**config.mk**
```make
export PLATFORM = sky130hd
export DESIGN_NAME = mem_port_arbiter
export DESIGN_NICKNAME = d
export VERILOG_FILES = /design/src/rtl/dlx_mem_pkg.sv /design/src/rtl/arb_wait_cnt.sv /design/src/rtl/mem_port_arbiter.sv
export SDC_FILE = /design/constraint.sdc
export NUM_CORES = 1
export LEC_CHECK = 0
export CAP_MARGIN = 20
export CORE_MARGIN = 2
export CORE_UTILIZATION = 35
export CTS_CLUSTER_SIZE = 40
export DETAILED_ROUTE_END_ITERATION = 12
export PLACE_DENSITY_LB_ADDON = 0.15
export SLEW_MARGIN = 20
export SYNTH_ARGS = -nofsm -noshare
export SYNTH_HDL_FRONTEND = slang
export SYNTH_SLANG_ARGS = --single-unit
```
**constraint.sdc**
```tcl
create_clock -name clk -period 2.6 [get_ports clk]
set_input_delay 0.52 -clock clk [delete_from_list [all_inputs] [get_ports clk]]
set_output_delay 0.52 -clock clk [all_outputs]
set_load 0.02 [all_outputs]
```
**src/rtl/dlx_mem_pkg.sv**
```systemverilog
`default_nettype none
// +--------------------------------------------------------------------------+
// | dlx_mem_pkg : shared types and constants for the DLX unified memory port  |
// | Rev 1.0                                                                   |
// +--------------------------------------------------------------------------+
package dlx_mem_pkg;

  typedef enum logic [1:0] {
    IDLE   = 2'd0,
    ACCESS = 2'd1,
    RESP   = 2'd2
  } arb_state_e;

  localparam logic        REQ_IF          = 1'b0;
  localparam logic        REQ_MEM         = 1'b1;
  localparam int unsigned MAX_WAIT_STATES = 15;
  localparam int unsigned WCNT_W          = 4;

  // Out-of-range wait-state settings saturate at the counter's capacity.
  function automatic logic [WCNT_W-1:0] clamp_wait(input int unsigned ws);
    return (ws > MAX_WAIT_STATES) ? WCNT_W'(MAX_WAIT_STATES) : WCNT_W'(ws);
  endfunction

endpackage
`default_nettype wire

```
**src/rtl/arb_wait_cnt.sv**
```systemverilog
`default_nettype none
// +--------------------------------------------------------------------------+
// | arb_wait_cnt : loadable down-counter timing SRAM wait states              |
// | Rev 1.0                                                                   |
// +--------------------------------------------------------------------------+
module arb_wait_cnt
  import dlx_mem_pkg::*;
(
  input  logic              clk,
  input  logic              rst,
  input  logic              load,
  input  logic [WCNT_W-1:0] load_val,
  input  logic              en,
  output logic              zero
);

  logic [WCNT_W-1:0] r_cnt;

  always_ff @(posedge clk) begin
    if (rst) begin
      r_cnt <= '0;
    end else if (load) begin
      r_cnt <= load_val;
    end else if (en && (r_cnt != '0)) begin
      r_cnt <= r_cnt - 1'b1;
    end
  end

  assign zero = (r_cnt == '0);

endmodule
`default_nettype wire

```
**src/rtl/mem_port_arbiter.sv**
```systemverilog
`default_nettype none
// +--------------------------------------------------------------------------+
// | mem_port_arbiter : shares one SRAM port between DLX fetch and data stages |
// | Optional macro MEM_ARB_RR_EN selects round-robin instead of MEM priority. |
// | Rev 1.0                                                                   |
// +--------------------------------------------------------------------------+
module mem_port_arbiter
  import dlx_mem_pkg::*;
#(
  parameter int unsigned ADDR_W      = 32,
  parameter int unsigned DATA_W      = 32,
  parameter int unsigned WAIT_STATES = 0
) (
  input  logic              clk,
  input  logic              reset,
  input  logic              if_req,
  input  logic [ADDR_W-1:0] if_addr,
  output logic              if_ready,
  output logic [DATA_W-1:0] if_rdata,
  input  logic              mem_req,
  input  logic              mem_we,
  input  logic [ADDR_W-1:0] mem_addr,
  input  logic [DATA_W-1:0] mem_wdata,
  output logic              mem_ready,
  output logic [DATA_W-1:0] mem_rdata,
  output logic              sram_cs,
  output logic              sram_oe,
  output logic              sram_we,
  output logic [ADDR_W-1:0] sram_addr,
  output logic [DATA_W-1:0] sram_din,
  input  logic [DATA_W-1:0] sram_dout
);

  localparam logic [1:0]        c_idle   = IDLE;
  localparam logic [1:0]        c_access = ACCESS;
  localparam logic [1:0]        c_resp   = RESP;
  localparam logic [WCNT_W-1:0] c_wait   = clamp_wait(WAIT_STATES);

  logic [1:0]        r_state;
  logic              r_gnt;
  logic [DATA_W-1:0] r_if_rdata;
  logic [DATA_W-1:0] r_mem_rdata;

  logic w_any_req;
  logic w_winner;
  logic w_wcnt_zero;
  logic w_wcnt_load;
  logic w_access;
  logic w_write;

  assign w_any_req = if_req | mem_req;

`ifdef MEM_ARB_RR_EN
  logic r_last;

  always_ff @(posedge clk) begin
    if (reset) begin
      r_last <= REQ_IF;
    end else if (r_state == c_resp) begin
      r_last <= r_gnt;
    end
  end

  // On a tie the requester that was not served most recently wins.
  assign w_winner = (if_req && mem_req) ? ~r_last : (mem_req ? REQ_MEM : REQ_IF);
`else
  // MEM holds the older instruction, so it always wins a tie.
  assign w_winner = mem_req ? REQ_MEM : REQ_IF;
`endif

  assign w_wcnt_load = (r_state == c_idle) && w_any_req;
  assign w_access    = (r_state == c_access);
  assign w_write     = (r_gnt == REQ_MEM) && mem_we;

  arb_wait_cnt u_wait_cnt (
    .clk      (clk),
    .rst      (reset),
    .load     (w_wcnt_load),
    .load_val (c_wait),
    .en       (w_access),
    .zero     (w_wcnt_zero)
  );

  always_ff @(posedge clk) begin
    if (reset) begin
      r_state     <= c_idle;
      r_gnt       <= REQ_IF;
      r_if_rdata  <= '0;
      r_mem_rdata <= '0;
    end else begin
      case (r_state)
        c_idle: begin
          if (w_any_req) begin
            r_gnt   <= w_winner;
            r_state <= c_access;
          end
        end
        c_access: begin
          if (w_wcnt_zero) begin
            if (!w_write) begin
              if (r_gnt == REQ_MEM) begin
                r_mem_rdata <= sram_dout;
              end else begin
                r_if_rdata  <= sram_dout;
              end
            end
            r_state <= c_resp;
          end
        end
        c_resp:  r_state <= c_idle;
        default: r_state <= c_idle;
      endcase
    end
  end

  assign sram_cs   = w_access;
  assign sram_we   = w_access & w_write;
  assign sram_oe   = w_access & ~w_write;
  assign sram_addr = w_access ? ((r_gnt == REQ_MEM) ? mem_addr : if_addr) : '0;
  assign sram_din  = w_access ? mem_wdata : '0;

  assign if_ready  = (r_state == c_resp) && (r_gnt == REQ_IF);
  assign mem_ready = (r_state == c_resp) && (r_gnt == REQ_MEM);
  assign if_rdata  = r_if_rdata;
  assign mem_rdata = r_mem_rdata;

endmodule
`default_nettype wire

```
Word level (Yosys, flattened, before mapping)
Index checks and enable logic that the tools add are counted.

word-level totals
  logic and storage cells = 35
  register bits = 71

cells by class
  reduce and logical (&&, ||, !) cells = 13
  mux-type cells = 7
  bitwise operators = 5
  add/subtract/negate cells = 1
  equality and inequality tests = 4

operators with widths
  operator             number
  $mux 32              3
  $reduce_and 4->1     2
  $logic_and 1x1->1    5
  $logic_not 4->1      1
  $mux 2               2
  $ne 2x2->1 const B   2
  $pmux 2 s2           1
  $reduce_and 2->1     2
  $reduce_bool 4->1    1
  $sub 4x1->4 const B  1
  $and 1x1->1          2
  $eq 2x1->1 const B   1
  $eq 2x2->1 const B   1
  $logic_not 2->1      1
  $not 1->1            2
  $reduce_or 2->1      1
  $mux 1               1
  $or 1x1->1           1

Logic depth before layout (Yosys ltp)
Gate-level depths: netlist of the first run.

  word-level depth = 3
  depth in mapped cells = 7
  mapped depth without buffers = 5

Modules after synthesis
A second synthesis of the first run with hierarchy kept.

unflattened totals
  cells, all modules = 437
  area, all modules = 3,671.0 sq um

modules (own cells, without submodules)
  module            seq. area each (sq um)  times used  cells an instance  area an instance (sq um)
  mem_port_arbiter  1,341.3                 1           408                3,408.3
  arb_wait_cnt      80.1                    1           29                 262.8

Least setup slack after synthesis of the first run
OpenSTA, ideal clock, no wires.

  path type = flip-flop to output port
  start = reg r_state[1]
  end = out sram_addr[10]
  data required time = 2.080 ns
  stages on the path, launching flop included = 6
  slack = 0.627 ns
  arrival time = 1.453 ns
  cell sequence = dfxtp_1 > nand2b_1 > clkbuf_1 > buf_1 > buf_1 > nor2_1

between the ends
  word-level cells in the longest chain between the ends = 2

ends and longest elaborated chain
  item                    line                     source
  from (decl)             mem_port_arbiter.sv:39   logic [1:0] r_state;
  from (signal assigned)  mem_port_arbiter.sv:86   r_state <= c_idle;
  from (signal assigned)  mem_port_arbiter.sv:95   r_state <= c_access;
  from (signal assigned)  mem_port_arbiter.sv:107  r_state <= c_resp;
  $eq 2x1->1              mem_port_arbiter.sv:72   assign w_access = (r_state == c_access);
  $mux 32                 mem_port_arbiter.sv:119  assign sram_addr = w_access ? ((r_gnt == REQ_MEM) ? mem_addr : if_addr) : '0;
  to (decl)               mem_port_arbiter.sv:29   output logic [ADDR_W-1:0] sram_addr,

No other way between the ends.

Worst setup path after layout of the first run
  start = reg r_state[1]
  end = out sram_din[19]

between the ends
  word-level cells in the longest chain between the ends = 2

ends and longest elaborated chain
  item        line                     source
  $eq 2x1->1  mem_port_arbiter.sv:72
  $mux 32     mem_port_arbiter.sv:120  assign sram_din = w_access ? mem_wdata : '0;
  to (decl)   mem_port_arbiter.sv:30   output logic [DATA_W-1:0] sram_din,

No other way between the ends.

==> results.md, run 1 <==
- Largest net degree at the start of global routing: 43
- Pleak: 2.416 nW
- Sequential cell area fraction in the yosys report: 39.17%
- IO buf count: between 200 and 300
- Vias in the first global route: 3876
- Synthesized Nets: 541
- Worst Path Required: 2080 ps
- Yosys warnings: 0
- Synthesized cell area: about 3600 um^2
- Maximum VDD drop: approximately 420 uV
- Syn_area_per_cell: 8.915 um^2
- Top-count cell post-synth: dfxtp_1
- Total gr overflow: 0
- Finished layout cell area: 6635 um^2
- Slew at the pin closest to its max-slew limit: 563.5 ps
- Syn-to-layout area delta: 82.86%
- Setup_tns: 0 ps
- Yosys top cell by area: dfxtp_1
- Final Critical Period: 2477 ps
- Dpl cell area: 6402 um^2
- Final setup viols: 0
- Worst Skew: 5.953 ps
- DR WL/cell: between 15 and 20 um
- # DRC: 0
- CTS max path bufs: 2
- Post-CTS Setup Bufs: 0
- 1st-pass router iterations: 4
- Reported max-cap violation count: 0
- Antenna violations before repair: 0
- Tot GR Track Use: approximately 22%
- Layout Cells excl Fill: 797
- Fmax: 403.7 MHz
- Die X: about 110 um
- # diodes: 0
- Critical Path AT: just under 2000 ps
- CTS Sinks: 71
- Hpwl dp: ~9600 um
- Status: completed
- Fillers: 846
- Drt first-iter violations: 189
- Critical Path Fanout Max: 41
- GPL Wtd Cong: between 0.7 and 0.8
- Vias/cell: 4.915
- First-pass GRT wire length: 19890 um
- Finished Core Util: between 60% and 70%
- Post-synth cell types: 31
- Final WL: 12830 um
- Crit path setup slack, layout: between 100 and 150 ps
- Io pins: roughly 270
- Setup CP Type: flip-flop to primary output
- Max-slew violations: 0
- Die Ht: 105.8 um
- Post-Syn Instances: 407
- H-tree depth: 3
- CTS root buffer: clkbuf_8
- Core area: 10180 um^2
- Most used flip-flop cell after synthesis: dfxtp_1
- Setup WS pre-CTS: 280.0 ps
- Final hold vios: 0
- Die area: 11200 um^2
- Commonest cells post-synth: dfxtp_1, mux2i_1, nor2_1
- FFs w/ async S/R, synth: 0%
- Clock transition at path regs: about 80 ps
- WHS: 454.8 ps
- Layout cells sized above 1: 5.446%
- Worst Hold Class: flip-flop to flip-flop
- CTS tree: built
- RSZ-0062 raised after global routing: no
- Synth top area share: 39.17%
- Fin crit share: 95.28%
- Vias: 3917
- TritonCTS Buffers: 9
- Post-layout nets: 790
- Placed instance count: 781
- Initial Utilization: between 30 and 40%
- Synth top area cells: dfxtp_1, mux2i_1, a31o_1
- Synth Register Bits: 71
- Antenna Violating Nets Remaining: 0
- Slew HR: 62.11%
- Crit start category: flip-flop
- Rows: 37
- CP endpoint kind: primary output
- Power per cell area: about 460 nW/um^2
- Power consumption: approximately 3.1 mW
- Clock Latency Late Sink: 340 ps
- Post-synth EDFFs: 0
worst paths after layout:
| path | from | to | slack (ps) | cells after the start |
|---|---|---|---|---|
| hold / removal | mem_rdata[18] | mem_rdata[18] | 450 | 2 |
| setup reg to reg | u_wait_cnt.r_cnt[0] | if_rdata[2] | 590 | 6 |
| hold reg to reg | mem_rdata[18] | mem_rdata[18] | 450 | 2 |
| setup / recovery | r_state[1] | sram_din[19] | 120 | 4 |
area by class of cell:
type	instances	area, um^2	share of cell area, %
Multi-Input combinational cell	290	1993	30.04
Tap cell	136	170.2	2.565
Clock buffer	9	123.9	1.867
Timing Repair Buffer	279	2798	42.16
Inverter	5	23.77	0.3583
Clock inverter	7	101.3	1.527
Sequential cell	71	1425	21.48
placed cells by master (no fill, tap or decap), types with 2 or more instances in the layout:
cell / n
a31o_1: 32
nor4_1: 32
nand3_1: 2
nor2_1: 35
nand2b_1: 32
mux2i_1: 64
nor3_1: 2
inv_6: 4
dfxtp_1: 70
nor3b_1: 2
nand4b_1: 2
buf_12: 3
o21ai_0: 3
clkbuf_8: 9
a21oi_1: 7
nand2_1: 34
buf_4: 11
bufinv_16: 2
inv_1: 3
and2_1: 32
clkdlybuf4s50_1: 264
what timing repair did:
item	in CTS	in global routing
endpoints found under the setup margin	33	5
hold buffers	0	0
gates resized for setup	1	2
power by group:
part	internal [mW]	switching [mW]	leakage (nW)	total [mW]
clock	0.552	0.441	0.115	0.993
combinational	0.487	0.407	1.72	0.895
sequential	1.13	0.0364	0.577	1.17
total	2.17	0.884	2.42	3.06
state kept, by name, summed over array words and instances, names as in the netlist:
register,flops
u_wait_cnt.r_cnt,4
r_state,2
mem_rdata,32
if_rdata,32
r_gnt,1
critical path: stages (launching register included):
cell and delay [ps]:
dfxtp_1 340, nand2b_2 230, inv_6 200, and2_1 220, clkdlybuf4s50_1 620
cell families after synthesis:
group | Yosys count | share of synthesized area [%]
simple gates | 179 | 26.55
mux | 64 | 17.66
fa+ha+maj | 1 | 0.3448
buf+inv | 46 | 6.206
flops | 71 | 39.17
compound gates | 46 | 10.07
layer usage:
metal  share of wire, %  up-vias  GRT usage (%)
met4               0.61        0          4.511
met2                 51      155          38.57
met1                 41     1822          27.04
li1                   -     1929              -
met3                7.3       11          6.184
met5                  0        -              0
Power figures use the tool's default switching activity.
==> inputs of run 2 (changes only) <==
- ABC_CLOCK_PERIOD_IN_PS: not set -> 2600
- SKIP_CTS_REPAIR_TIMING: not set -> 1
==> run 2 against run 1 <==
Hold slack is essentially flat. Critical endpoint unchanged. First-iteration DRC count grew 1.6%. Fmax is essentially flat. Worst setup slack gained 1.9 ps. Register-to-register slack is essentially flat. Via count shrank 0.15%. Final cell count is the same. Clock-buffer cell count is the same.
==> results.md, run 2 (same netlist as run 1, synthesis figures left out) <==
- Crit start category: flip-flop
- Largest net degree at the start of global routing: 43
- Worst Skew: 6.749 ps
- IO buf count: 265
- Tot GR Track Use: 22.05%
- Initial Utilization: 35.63%
- First-pass GRT wire length: 19890 um
- GPL Wtd Cong: 0.7142
- Reported max-cap violation count: 0
- CTS Sinks: 71
- Slew HR: 61.74%
- DR WL/cell: 16.07 um
- Finished layout cell area: 6635 um^2
- Fin crit share: 95.20%
- CP endpoint kind: primary output
- Status: completed
- Antenna violations before repair: 0
- H-tree depth: 3
- Core area: 10180 um^2
- Dpl cell area: 6402 um^2
- Fillers: 848
- CTS root buffer: clkbuf_8
- Critical Path Fanout Max: 41
- Critical Path AT: 1960 ps
- Total gr overflow: 0
- Pleak: between 2 and 2.5 nW
- Clock transition at path regs: about 80 ps
- Syn-to-layout area delta: 82.86%
- Vias: 3911
- Final WL: 12810 um
- Most common cell after layout, fill and taps aside: clkdlybuf4s50_1
- Post-layout nets: 790
- # DRC: 0
- CTS tree: built
- Vias in the first global route: 3876
- Most frequent cells in the layout: clkdlybuf4s50_1, dfxtp_1, mux2i_1
- 1st-pass router iterations: 5
- Max-slew violations: 0
- TritonCTS Buffers: 9
- Final Critical Period: 2475 ps
- Clock Latency Late Sink: around 340 ps
- Crit path setup slack, layout: roughly 120 ps
- CTS max path bufs: 2
- Die X: 105.8 um
- Final setup viols: 0
- Worst Hold Class: flip-flop to flip-flop
- RSZ-0062 raised after global routing: no
- Fmax: 404.0 MHz
- Vias/cell: 4.907
- # diodes: 0
- Slew at the pin closest to its max-slew limit: between 500 and 600 ps
- Die Ht: 105.8 um
- Io pins: between 200 and 300
- Layout cells sized above 1: roughly 5.4%
- Power per cell area: about 460 nW/um^2
- Die area: about 11000 um^2
- Setup WS pre-CTS: about 280 ps
- Hpwl dp: 9563 um
- Worst Path Required: about 2100 ps
- Rows: 37
- Drt first-iter violations: approximately 190
- Final hold vios: 0
- Antenna Violating Nets Remaining: 0
- Setup CP Type: flip-flop to primary output
- Maximum VDD drop: 415.9 uV
run 2: cell counts in the layout (fill, tap and decap cells not counted):
Identical to the previous run, type by type.
run 2: final cells by class:
cell class,count,area (um^2),share of cell area (%)
tap,136,170.2,2.565
multi-input combinational,290,1993,30.04
sequential,71,1425,21.48
inverter,5,23.77,0.3583
clock buffer,9,123.9,1.867
clock inverter,7,101.3,1.527
timing repair buffer,279,2798,42.16
run 2: where the power goes:
part	internal, mW	switching (mW)
registers	1.13	0.0364
logic	0.487	0.406
clock network	0.552	0.442
run 2: critical path: stages (launching register included):
cell and delay, ps:
dfxtp_1 340, nand2b_2 230, inv_6 200, and2_1 220, clkdlybuf4s50_1 620
run 2: worst paths after layout:
check | from | end | slack [ps] | depth (start not counted)
worst max-delay path | r_state[1] | sram_din[19] | 120 | 4
worst min register to register | mem_rdata[18] | mem_rdata[18] | 450 | 2
worst min-delay path | mem_rdata[18] | mem_rdata[18] | 450 | 2
worst max register to register | u_wait_cnt.r_cnt[0] | if_rdata[2] | 590 | 6
run 2: routing by layer:
metal	part of all wire (%)	GRT usage, %
met5	0	0
met4	0.61	4.511
met3	7.4	6.184
met2	51	38.57
met1	41	27.04
run 2: through the flow:
stage               total power [mW]  hold WS, ps  setup TNS, ps  std cells  utilization, %
floorplan                      1.600        476.1              0        407               -
global placement               2.078        442.3              0        781           62.86
detailed placement             2.088        449.2              0        781           62.86
CTS                            3.087        461.3          -1327        797           65.07
global route                   3.196        484.2              0        797           65.15
finish                         3.057        454.8              0        797           65.15
==> inputs of run 3 (changes only) <==
- GPL_TIMING_DRIVEN: not set -> 0
==> run 3 against run 2 <==
Final cell count up 3.5%. Sequential power barely moved. Total power fell by 3.0%. Fmax barely moved. Clock-buffer cell count up 1. Clock skew hardly changed. Hold slack gained 3.1 ps. Register-to-register slack got worse by 30 ps. First-iteration DRC count shrank 1.0%. Clock power shrank 12%. Non-clock buffer count grew 28. Cell area grew 2.3%.
==> results.md, run 3 (same netlist as run 1, synthesis figures left out) <==
- Status: completed
- Initial Utilization: 35.63%
- Fin crit share: approximately 95%
- Min-Delay Path Depth: 2
- Dpl cell area: 6451 um^2
- Vias: 4016
- Reported max-cap violation count: 0
- Tot GR Track Use: 23.03%
- Largest net degree at the start of global routing: 13
- CTS tree: built
- Die area: 11200 um^2
- Antenna Violating Nets Remaining: 0
- Switching share of power: 29.34%
- Crit-path cells: nand2b_4 -> inv_2 -> clkbuf_2 -> and2_1 -> clkdlybuf4s50_1
- Pleak: 2.977 nW
- FF/Latch Area: ~1400 um^2
- Slew at the pin closest to its max-slew limit: roughly 550 ps
- Int Pwr: 2.095 mW
- Layout cells sized above 1: 7.257%
- Hpwl dp: 10840 um
- Power consumption: 2.964 mW
- Fmax: ~400 MHz
- Rows: 37
- Clock network power share: 29.6%
- Power per cell area: 436.8 nW/um^2
- TritonCTS Buffers: 9
- Clock transition at path regs: about 80 ps
- Max-slew violations: 0
- Worst hold path endpoint: mem_rdata[1]
- FF-to-FF Start: u_wait_cnt.r_cnt[0]
- # diodes: 0
- Switching Power: 0.8696 mW
- Io pins: 266
- Core area: roughly 10000 um^2
- Final WL: roughly 14000 um
- Critical Path AT: 1960 ps
- Final hold vios: 0
- Worst Path Required: about 2100 ps
- # DRC: 0
- Vias in the first global route: 4057
- Total gr overflow: 0
- DR WL/cell: 16.55 um
- CTS max path bufs: 2
- Worst Hold Class: flip-flop to flip-flop
- Syn-to-layout area delta: 87.03%
- Sequential power share: 39.3%
- Most frequent cells in the layout: clkdlybuf4s50_1, dfxtp_1, mux2i_1
- Crit-path slowest cell: clkdlybuf4s50_1
- Multi-input logic area: a little under 2000 um^2
- Setup CP Type: flip-flop to primary output
- First-pass GRT wire length: 20690 um
- Vias/cell: 4.868
- GPL Wtd Cong: 0.7636
- Slew HR: 62.70%
- Most common cell after layout, fill and taps aside: clkdlybuf4s50_1
- Clock Latency Late Sink: 340 ps
- Die Ht: 105.8 um
- Post-layout nets: a little over 800
- Worst Skew: roughly 7.2 ps
- Critical Path Fanout Max: 10
- Antenna violations before repair: 0
- WP buf/inv: 3
- Reg2Reg Depth: 7
- Number of cells on the critical path: 5
- Worst R2R End: if_rdata[18]
- Maximum VDD drop: 337.9 uV
- Crit start category: flip-flop
- CTS Sinks: 71
- Final setup viols: 0
- R2R setup slack: around 560 ps
- CTS root buffer: clkbuf_8
- 1st-pass router iterations: 4
- Fillers: 866
- CP peak stage delay: 640 ps
- Comb pwr share: 31.1%
- Drt first-iter violations: 190
- H-tree depth: 3
- Die X: 105.8 um
- HP Start: mem_rdata[1]
- IO buf count: 265
- CP endpoint kind: primary output
- Finished layout cell area: 6787 um^2
- Final Critical Period: approximately 2500 ps
- Delay-heaviest family, CP: buffers and inverters
run 3: cell count changes in the layout (fill, tap and decap cells not counted), sizes merged:
cell and change:
buf +4, bufinv -1, clkbuf +25, clkdlybuf4s50 -30, clkinv +2, clkinvlp +2, dlymetal6s2s +30, inv -4
run 3: worst register-to-register path: cells and delay by family, from the launching register on:
kind,cells,cell delay [ps]
buf+inv,3,430
flops,1,340
fa+ha+maj,1,220
compound gates,1,210
simple gates,2,750
run 3: cell type report:
cell class | instances | share of cell area (%)
clock inverter | 6 | 0.8850
sequential | 71 | 20.98
clock buffer | 10 | 2.028
multi-input combinational | 290 | 29.31
inverter | 5 | 0.2765
timing repair buffer | 268 | 40.56
buffer | 39 | 3.448
tap | 136 | 2.507
run 3: worst max path at each step:
stage                          start       endpoint  slack, ps
after floorplan           r_state[1]  sram_addr[10]        630
after global placement    r_state[1]  sram_addr[18]       -370
after detailed placement  r_state[1]  sram_addr[18]       -410
after CTS                 r_state[1]  sram_addr[18]       -790
after global routing      r_state[1]   sram_din[11]         -5
final                     r_state[1]   sram_din[19]        120
run 3: power groups by stage:
stage / combinational (mW) / clock [mW] / sequential [mW]
floorplan: 0.371 / 0 / 1.23
global placement: 0.904 / 0 / 1.18
detailed placement: 0.917 / 0 / 1.18
CTS: 0.921 / 0.898 / 1.16
global route: 0.981 / 0.948 / 1.17
finish: 0.922 / 0.878 / 1.16
run 3: layer usage:
layer / up-vias / global-route usage (%) / wire length [um]
met4: 0 / 3.195 / 53
met1: 1882 / 27.13 / 5553
met2: 148 / 41.84 / 7061
met5: - / 0 / 0
li1: 1978 / - / -
met3: 8 / 7.174 / 982
run 3: per-stage QoR:
stage               hold WS, ps  cells  setup slack (ps)  util, %  setup TNS (ps)
detailed placement        449.0    808            -405.5    63.34          -10110
global route              474.5    825            -4.688    66.63          -7.336
CTS                       459.8    824            -790.0    65.28          -32600
floorplan                 476.1    407             627.4        -               0
finish                    457.9    825             122.7    66.63               0
global placement          444.8    808            -374.3    63.34           -9461
